<file path="src/rtl/ccg34_pkg.sv">
// Shared constants, types and helper functions for the CCGRCG34 response checker.
package ccg34_pkg;

  localparam int RESP_W = 19;

  localparam logic [RESP_W-1:0] MISR_SEED = 19'h7FFFF;
  localparam int MISR_TAP0 = 0;
  localparam int MISR_TAP1 = 1;
  localparam int MISR_TAP2 = 5;
  localparam int MISR_TAP3 = 18;

  // Golden response per stimulus pair, indexed by {x1, x0}.
  localparam logic [RESP_W-1:0] GOLD [4] = '{19'h1EFA5, 19'h37E85, 19'h34E85, 19'h74FA5};

  typedef enum logic [1:0] {
    ST_IDLE,
    ST_RUN,
    ST_DONE
  } state_t;

  typedef struct packed {
    logic       hit;
    logic [1:0] pair;
  } dec_t;

  function automatic logic [RESP_W-1:0] golden(input logic [1:0] stim);
    return GOLD[stim];
  endfunction

  // The four table entries are distinct, so at most one can hit.
  function automatic dec_t decode(input logic [RESP_W-1:0] word);
    dec_t r;
    r = '0;
    for (int p = 0; p < 4; p++) begin
      if (word == GOLD[p]) begin
        r.hit  = 1'b1;
        r.pair = p[1:0];
      end
    end
    return r;
  endfunction

endpackage

</file>
<file path="src/rtl/ccg34_response_checker_misr.sv">
// 19-bit MISR compressing accepted response words; seeded at session start.
module ccg34_misr
  import ccg34_pkg::*;
(
  input  logic              clk,
  input  logic              rst,
  input  logic              seed_load_i,
  input  logic              en_i,
  input  logic [RESP_W-1:0] data_i,
  output logic [RESP_W-1:0] sig_o
);

  logic [RESP_W-1:0] sig_q;
  logic              fb;

  assign fb    = sig_q[MISR_TAP3] ^ sig_q[MISR_TAP2] ^ sig_q[MISR_TAP1] ^ sig_q[MISR_TAP0];
  assign sig_o = sig_q;

  always_ff @(posedge clk) begin
    if (rst || seed_load_i) begin
      sig_q <= MISR_SEED;
    end else if (en_i) begin
      sig_q <= {sig_q[RESP_W-2:0], fb} ^ data_i;
    end
  end

endmodule

</file>
<file path="config.mk">
export PLATFORM = sky130hd
export DESIGN_NAME = ccg34_misr
export DESIGN_NICKNAME = d
export VERILOG_FILES = /design/src/rtl/ccg34_pkg.sv /design/src/rtl/ccg34_response_checker_misr.sv
export SDC_FILE = /design/constraint.sdc
export NUM_CORES = 1
export LEC_CHECK = 0
export BUFFER_PORTS_ARGS = -buffer_cell sky130_fd_sc_hd__buf_2
export CAP_MARGIN = 20
export CORE_ASPECT_RATIO = 1.2
export CORE_MARGIN = 2
export CORE_UTILIZATION = 35
export DETAILED_ROUTE_END_ITERATION = 6
export HOLD_SLACK_MARGIN = 0.06
export PLACE_DENSITY_LB_ADDON = 0.08
export SYNTH_ARGS = -nofsm -noshare
export SYNTH_HDL_FRONTEND = slang
export SYNTH_SLANG_ARGS = --single-unit
export TNS_END_PERCENT = 30
</file>
<file path="constraint.sdc">
create_clock -name clk -period 1.5 [get_ports clk]
set_input_delay 0.45 -clock clk [delete_from_list [all_inputs] [get_ports clk]]
set_output_delay 0.45 -clock clk [all_outputs]
set_load 0.01 [all_outputs]
</file>
==> impl_metrics.env, run 1 <==
export IMPL_total_power_w=0.000964
export IMPL_root_buffer="clkbuf_4"
export IMPL_place_inst=173
export IMPL_synth_edf_count=0
export IMPL_syn_avg_cell_area_um2=8.08
export IMPL_fin_nets=170
export IMPL_rsz0062_at_grt="false"
export IMPL_worst_clock_skew_ns=0.00166
export IMPL_grt_usage_pct=12.6
export IMPL_grt_pass1_wl_mm=2.76
export IMPL_critical_path_max_stage_delay_ns=0.43
export IMPL_viasPerCell=4.37
export IMPL_p_leak_nw=0.465
export IMPL_cp_max_fo=4
export IMPL_num_antenna_cells=0
export IMPL_path_cells="buf_2"
export IMPL_drv_cap=0
export IMPL_cts_setup_buffers=0
export IMPL_crit_buf_inv=1
export IMPL_synth_top_cell_by_area="dfxtp_1"
export IMPL_die_area_mm2=0.00281
export IMPL_first_pass_iters=4
export IMPL_clkTransAtPathRegs_ns=0.10
export IMPL_core_area_mm2=0.00228
export IMPL_synth_warnings=0
export IMPL_r2r_end="sig_o[0]"
export IMPL_worst_endpoint_arrival_ns=0.88
export IMPL_io_pins=42
export IMPL_irDropWorstVdd_mv=0.544
export IMPL_wire_per_inst_um=9.67
export IMPL_cts_resized=0
export IMPL_path_class="register to output port"
export IMPL_synth_most_common_cell="nand2_1"
export IMPL_whs_ns=0.495
export IMPL_crit_start="sig_o[1]"
export IMPL_ys_flop_type="dfxtp_1"
export IMPL_dp_hpwl_mm=1.18
export IMPL_synth_area_um2=841
export IMPL_clock_latency_ns=0.29
export IMPL_largest_reg_flops=19
export IMPL_grt_overflow=0
export IMPL_slew_violations=0
export IMPL_synth_top_area_share_pct=45.2
export IMPL_period_share_pct=88.7
export IMPL_yosys_top_cells_count="nand2_1 (36), xnor2_1 (20), dfxtp_1 (19)"
export IMPL_routabilityCongestion=0.657
export IMPL_postSynth_asyncResetShare_pct=0
export IMPL_r2r_cells=4
export IMPL_cp_end_kind="output port"
export IMPL_crit_end="sig_o[1]"
export IMPL_synth_area_top_cells="dfxtp_1 (45%), xnor2_1 (21%), nand2_1 (16%)"
export IMPL_synthesis_nets=127
export IMPL_timing_rr_start="sig_o[1]"
export IMPL_crit_path_start_kind="register"
export IMPL_cts_made_buffers=3
export IMPL_grt_max_degree=39
export IMPL_cts_sinks=19
export IMPL_finish_utilization_pct=48.8
export IMPL_worstMarginPinSlew_ns=0.191
export IMPL_worstPathRequired_ns=1.05
export IMPL_crit_slowest_cell="dfxtp_1"
export IMPL_ys_seq_area_share_pct=45.2
export IMPL_reg2reg_setup_slack_ns=0.37
export IMPL_syn_inst=104
export IMPL_vias=774
export IMPL_ctsHoldBuffers=0
export IMPL_crit_family="flip-flops"
export IMPL_core_rowCount=19
export IMPL_die_w_um=48.7
export IMPL_drc=0
export IMPL_drive_above_1_share_pct=32.2
export IMPL_status="completed"
export IMPL_fmax_mhz=752
export IMPL_fin_cells=177
export IMPL_tns_ns=0
export IMPL_ys_ff_latch=19
export IMPL_worst_path_stages=1
export IMPL_htreeDepth=1
export IMPL_n_fill_cell=261
export IMPL_antenna_found_initial=0
export IMPL_area_growth_syn_to_layout_pct=32.6
export IMPL_drtAntennaViolNets=0
export IMPL_clockBufferDepth=2
export IMPL_cts_tree="done"
export IMPL_synth_distinct_cells=12
export IMPL_grt_pass1_vias=674
export IMPL_die_y_um=57.7
export IMPL_period_minus_slack_ns=1.33
export IMPL_wirelength_mm=1.71
export IMPL_hold_viol=0
export IMPL_setup_viol=0
export IMPL_hold_path_class="input pin to register"
export IMPL_start_util_pct=36.8
export IMPL_hold_path_depth=5
export IMPL_initialDrtViolationCount=6
export IMPL_port_buffers=41
export IMPL_power_density_mw_per_mm2=865
export IMPL_max_slew_margin_pct=87.2
through the flow:
stage,area (um2),setup WS (ns)
6_report,1110,0.170
5_1_grt,1110,0.140
2_1_floorplan,841,0.389
3_5_place_dp,1090,0.226
4_1_cts,1110,0.154
3_3_place_gp,1090,0.274
power by group:
group          internal (W)  total [W]  switching (W)
sequential         0.000524   0.000541      0.0000171
combinational     0.0000914   0.000175      0.0000837
clock              0.000103   0.000248       0.000145
how the worst min path moves through the flow:
| stage | start | to | slack, ns |
|---|---|---|---|
| 3_5_place_dp | sig_o[7] | sig_o[7] | 0.50 |
| 2_1_floorplan | sig_o[2] | sig_o[2] | 0.55 |
| 4_1_cts | data_i[17] | sig_o[17] | 0.49 |
| 6_report | data_i[17] | sig_o[17] | 0.49 |
| 5_1_grt | data_i[16] | sig_o[16] | 0.52 |
| 3_3_place_gp | sig_o[10] | sig_o[10] | 0.50 |
layout by cell type (no fill, tap or decap), types with 3 or more instances in the layout:
cell type   n
dfxtp_1    19
xnor2_1    20
nand2_1    36
buf_2      41
o21ai_0    18
clkbuf_4    3
area by class of cell:
cell class	instances	area, um2	share of cell area (%)
Sequential cell	19	380	34.1
Timing Repair Buffer	43	233	20.9
Clock buffer	4	26.3	2.36
Multi-Input combinational cell	79	433	38.8
Inverter	1	3.75	0.337
Tap cell	31	38.8	3.48
cell families after synthesis:
family / after synthesis / synth area share (%)
xor gates and xnor gates: 21 / 21.9
AOI/OAI and AO/OA: 19 / 11.3
DFF: 19 / 45.2
and+or+nand+nor: 39 / 18.3
buffers and inverters: 6 / 3.27
layer usage:
layer / vias to the layer above / global-route usage, % / share of wire (%)
met1: 332 / 15.6 / 47
met4: 0 / 6.12 / 0.76
met2: 26 / 21.1 / 46
met3: 2 / 2.58 / 6.6
met5: - / 0 / 0
li1: 414 / - / -
Note: power is estimated with default switching activity, not from simulation.
==> run 2: changes to the inputs <==
- CORE_ASPECT_RATIO: 1.2 -> 1.75
- CORE_MARGIN: 2 -> not set
==> run 2 against run 1 <==
Effect of this change: critical path depth stayed put; setup slack improved by 0.067 ns; global-route usage increased by 1.6 points; wire length down 1.1%; critical path type unchanged; highest routed layer unchanged.
==> impl_metrics.env, run 2 (synthesis gave the netlist of run 1 again) <==
export IMPL_first_pass_iters=4
export IMPL_root_buffer="clkbuf_8"
export IMPL_drc=0
export IMPL_worstPathRequired_ns=1.05
export IMPL_grt_pass1_vias=641
export IMPL_met3_usage_pct=2.67
export IMPL_final_common_cell="buf_2"
export IMPL_drtAntennaViolNets=0
export IMPL_top_usage_layer="met2"
export IMPL_vias=781
export IMPL_reg2reg_setup_slack_ns=0.42
export IMPL_crit_family="flip-flops"
export IMPL_path_class="register to output port"
export IMPL_cts_tree="done"
export IMPL_grt_use_met2_pct=21.0
export IMPL_ctsHoldBuffers=0
export IMPL_post_place_ws_ns=0.256
export IMPL_final_cell_mix="buf_2 (41), nand2_1 (36), xnor2_1 (20)"
export IMPL_rsz0062_at_grt="false"
export IMPL_tns_ns=0
export IMPL_crit_buf_inv=1
export IMPL_total_power_w=0.00106
export IMPL_setup_viol=0
export IMPL_period_minus_slack_ns=1.26
export IMPL_cts_made_buffers=3
export IMPL_cp_max_fo=4
export IMPL_wirelength_mm=1.69
export IMPL_hold_path_class="register to register"
export IMPL_cts_resized=0
export IMPL_place_inst=167
export IMPL_viasPerCell=4.57
export IMPL_io_pins=42
export IMPL_cts_sinks=19
export IMPL_crit_path_start_kind="register"
export IMPL_status="completed"
export IMPL_grt_pass1_wl_mm=2.59
export IMPL_num_antenna_cells=0
export IMPL_grt_usage_pct=14.2
export IMPL_fin_cells=171
export IMPL_cp_end_kind="output port"
export IMPL_core_rowCount=23
export IMPL_fmax_mhz=792
export IMPL_fin_nets=170
export IMPL_worst_clock_skew_ns=0.00286
export IMPL_irDropWorstVdd_mv=0.510
export IMPL_crit_slowest_cell="dfxtp_1"
export IMPL_grt_overflow=0
export IMPL_initialDrtViolationCount=13
export IMPL_routabilityCongestion=0.616
export IMPL_worstMarginPinSlew_ns=0.233
export IMPL_die_y_um=66.8
export IMPL_path_cells="buf_2"
export IMPL_hold_viol=0
export IMPL_worst_endpoint_arrival_ns=0.81
export IMPL_period_share_pct=84.2
export IMPL_die_area_mm2=0.00261
export IMPL_wire_per_inst_um=9.90
export IMPL_clkTransAtPathRegs_ns=0.07
export IMPL_start_util_pct=37.0
export IMPL_setup_ws_ns=0.237
export IMPL_drive_above_1_share_pct=32.2
export IMPL_clockBufferDepth=2
export IMPL_htreeDepth=1
export IMPL_area_growth_syn_to_layout_pct=33.9
export IMPL_largest_reg_flops=19
export IMPL_p_leak_nw=0.473
export IMPL_clock_latency_ns=0.25
export IMPL_drv_cap=0
export IMPL_port_buffers=41
export IMPL_cts_setup_buffers=0
export IMPL_grt_max_degree=27
export IMPL_max_slew_margin_pct=84.5
export IMPL_power_density_mw_per_mm2=945
export IMPL_critical_path_max_stage_delay_ns=0.40
export IMPL_slew_violations=0
export IMPL_whs_ns=0.516
export IMPL_use_met1_pct=17.5
export IMPL_antenna_found_initial=0
export IMPL_die_w_um=39.1
export IMPL_core_area_mm2=0.00227
export IMPL_dp_hpwl_mm=1.22
==> run 2: per-stage QoR <==
step	cell area, um2	utilization [%]
after floorplan	841	-
after global placement	1080	47.6
after detailed placement	1080	47.6
after CTS	1130	49.5
after global routing	1130	49.5
final	1130	49.5
==> run 2: layout make-up <==
cell class	count	area (um2)
clock buffers	4	45.0
fillers	242	1150
inverters	1	3.75
multi-input cells	79	433
flip-flops and latches	19	380
well taps	25	31.3
repair buffers	43	233
==> run 2: power by group <==
| group | total (W) | internal (W) | leakage [nW] | switching (W) |
|---|---|---|---|---|
| logic | 0.000175 | 0.0000912 | 0.295 | 0.0000836 |
| clock network | 0.000349 | 0.000189 | 0.0228 | 0.000160 |
| registers | 0.000540 | 0.000524 | 0.156 | 0.0000166 |
| total | 0.00106 | 0.000803 | 0.473 | 0.000261 |
==> run 2: per-layer routing <==
layer	share of wire, %	vias to the layer above
met5	0	-
li1	-	413
met1	47	333
met4	2.2	0
met2	45	31
met3	6.3	4
==> run 2: path summary, 6_finish.rpt <==
path / start / end / cells past startpoint
worst min register to register: sig_o[7] / sig_o[7] / 2
worst min-delay path: sig_o[7] / sig_o[7] / 2
worst max register to register: sig_o[5] / sig_o[0] / 4
worst max-delay path: sig_o[5] / sig_o[5] / 1
==> run 3: changes to the inputs <==
- clock period: 1.5 -> 1.13 ns (I/O delays scaled with it)
==> run 3 against run 2 <==
Effect of this change: register-to-register slack got worse by 0.37 ns; combinational power increased by 46%; design area increased by 7.7%; largest cell class unchanged; clock power increased by 32%; largest power group unchanged; the run now ends with setup timing left; wire length increased by 5.6%.
==> impl_metrics.env, run 3 (synthesis gave the netlist of run 1 again) <==
export IMPL_crit_buf_inv=2
export IMPL_dp_hpwl_mm=1.28
export IMPL_critical_path_max_stage_delay_ns=0.33
export IMPL_max_slew_margin_pct=85.6
export IMPL_setup_viol=1
export IMPL_clock_latency_ns=0.25
export IMPL_worstMarginPinSlew_ns=0.215
export IMPL_cts_tree="done"
export IMPL_grt_overflow=0
export IMPL_worst_endpoint_arrival_ns=0.81
export IMPL_crit_start="sig_o[5]"
export IMPL_grt_pass1_wl_mm=2.74
export IMPL_num_antenna_cells=0
export IMPL_hold_path_class="input pin to register"
export IMPL_slew_violations=0
export IMPL_violations="setup timing"
export IMPL_r2r_cells=5
export IMPL_fmax_mhz=874
export IMPL_area_growth_syn_to_layout_pct=44.2
export IMPL_clkTransAtPathRegs_ns=0.07
export IMPL_drv_cap=0
export IMPL_place_inst=169
export IMPL_core_area_mm2=0.00227
export IMPL_cts_sinks=19
export IMPL_grt_max_degree=39
export IMPL_clockBufferDepth=2
export IMPL_path_class="register to output port"
export IMPL_worst_path_stages=2
export IMPL_start_util_pct=37.0
export IMPL_vias=800
export IMPL_drive_above_1_share_pct=43.0
export IMPL_period_minus_slack_ns=1.14
export IMPL_ctsHoldBuffers=0
export IMPL_largest_reg_flops=19
export IMPL_initialDrtViolationCount=13
export IMPL_fin_nets=173
export IMPL_irDropWorstVdd_mv=0.600
export IMPL_regArea_um2=398
export IMPL_die_area_mm2=0.00261
export IMPL_timing_rr_start="sig_o[5]"
export IMPL_final_cell_mix="buf_2 (39), nand2_1 (36), xnor2_1 (18), o21ai_0 (18), dfxtp_2 (11)"
export IMPL_htreeDepth=1
export IMPL_cp_end_kind="output port"
export IMPL_cp_max_fo=3
export IMPL_crit_family="flip-flops"
export IMPL_root_buffer="clkbuf_8"
export IMPL_routabilityCongestion=0.622
export IMPL_worstPathRequired_ns=0.79
export IMPL_path_cells="buf_6 > buf_6"
export IMPL_drc=0
export IMPL_core_rowCount=23
export IMPL_fin_cells=174
export IMPL_die_w_um=39.1
export IMPL_hold_path_depth=5
export IMPL_hold_viol=0
export IMPL_crit_slowest_cell="dfxtp_2"
export IMPL_first_pass_iters=4
export IMPL_cts_made_buffers=3
export IMPL_path_common_cell="buf_6"
export IMPL_grt_pass1_vias=692
export IMPL_status="complete, but fails checks"
export IMPL_port_buffers=41
export IMPL_setup_ws_ns=-0.0148
export IMPL_wirelength_mm=1.79
export IMPL_io_pins=42
export IMPL_grt_usage_pct=14.5
export IMPL_finish_utilization_pct=53.3
export IMPL_power_density_mw_per_mm2=1180
export IMPL_antenna_found_initial=0
export IMPL_p_leak_nw=0.505
export IMPL_multi_input_area_um2=459
export IMPL_worst_clock_skew_ns=0.00245
export IMPL_post_place_ws_ns=-0.0188
export IMPL_crit_path_start_kind="register"
export IMPL_rsz0062_at_grt="true"
export IMPL_n_fill_cell=237
export IMPL_final_common_cell="buf_2"
export IMPL_period_share_pct=101
export IMPL_wire_per_inst_um=10.3
export IMPL_viasPerCell=4.60
export IMPL_whs_ns=0.429
export IMPL_min_from="data_i[15]"
export IMPL_die_y_um=66.8
export IMPL_tns_ns=-0.0148
export IMPL_drtAntennaViolNets=0
## run 3: final timing paths
check         endpoint  slack (ns)
max           sig_o[5]       -0.01
min          sig_o[15]        0.43
min reg2reg   sig_o[6]        0.49
max reg2reg   sig_o[0]        0.05
## run 3: metrics by stage
| step | area, um2 | total power, W |
|---|---|---|
| after detailed placement | 1100 | 0.000973 |
| after floorplan | 841 | 0.000873 |
| after global routing | 1210 | 0.00152 |
| final | 1210 | 0.00144 |
| after CTS | 1160 | 0.00145 |
| after global placement | 1100 | 0.000968 |
## run 3: final cells by class
cell class / count / share of cell area, %
Multi-Input combinational cell: 79 / 37.9
Sequential cell: 19 / 32.8
Timing Repair Buffer: 46 / 22.7
Clock buffer: 4 / 3.72
Tap cell: 25 / 2.58
Inverter: 1 / 0.310
## run 3: tightest hold or removal path, cell delays in order
cell and delay (ns):
buf_2 0.08, xnor2_1 0.05, nand2_1 0.05, o21ai_0 0.07, nand2_1 0.06
## run 3: where the power goes
group / internal [W] / switching, W / leakage [nW]
logic: 0.000139 / 0.000117 / 0.332
registers: 0.000697 / 0.0000233 / 0.151
clock network: 0.000250 / 0.000210 / 0.0228
## run 3: routing by layer
layer / routed length (um) / vias to the layer above / GRT usage, %
met1: 798 / 352 / 16.9
met3: 90 / 2 / 2.33
li1: - / 417 / -
met2: 881 / 29 / 24.2
met5: 0 / - / 0
met4: 17 / 0 / 7.76
## run 3: repair_timing
action / in CTS / in global routing
pin swaps: 0 / 2
hold endpoints to repair: 0 / 0
setup endpoints to repair: 3 / 11
resized for setup: 5 / 15
gates cloned: 0 / 0
setup buffers: 1 / 0
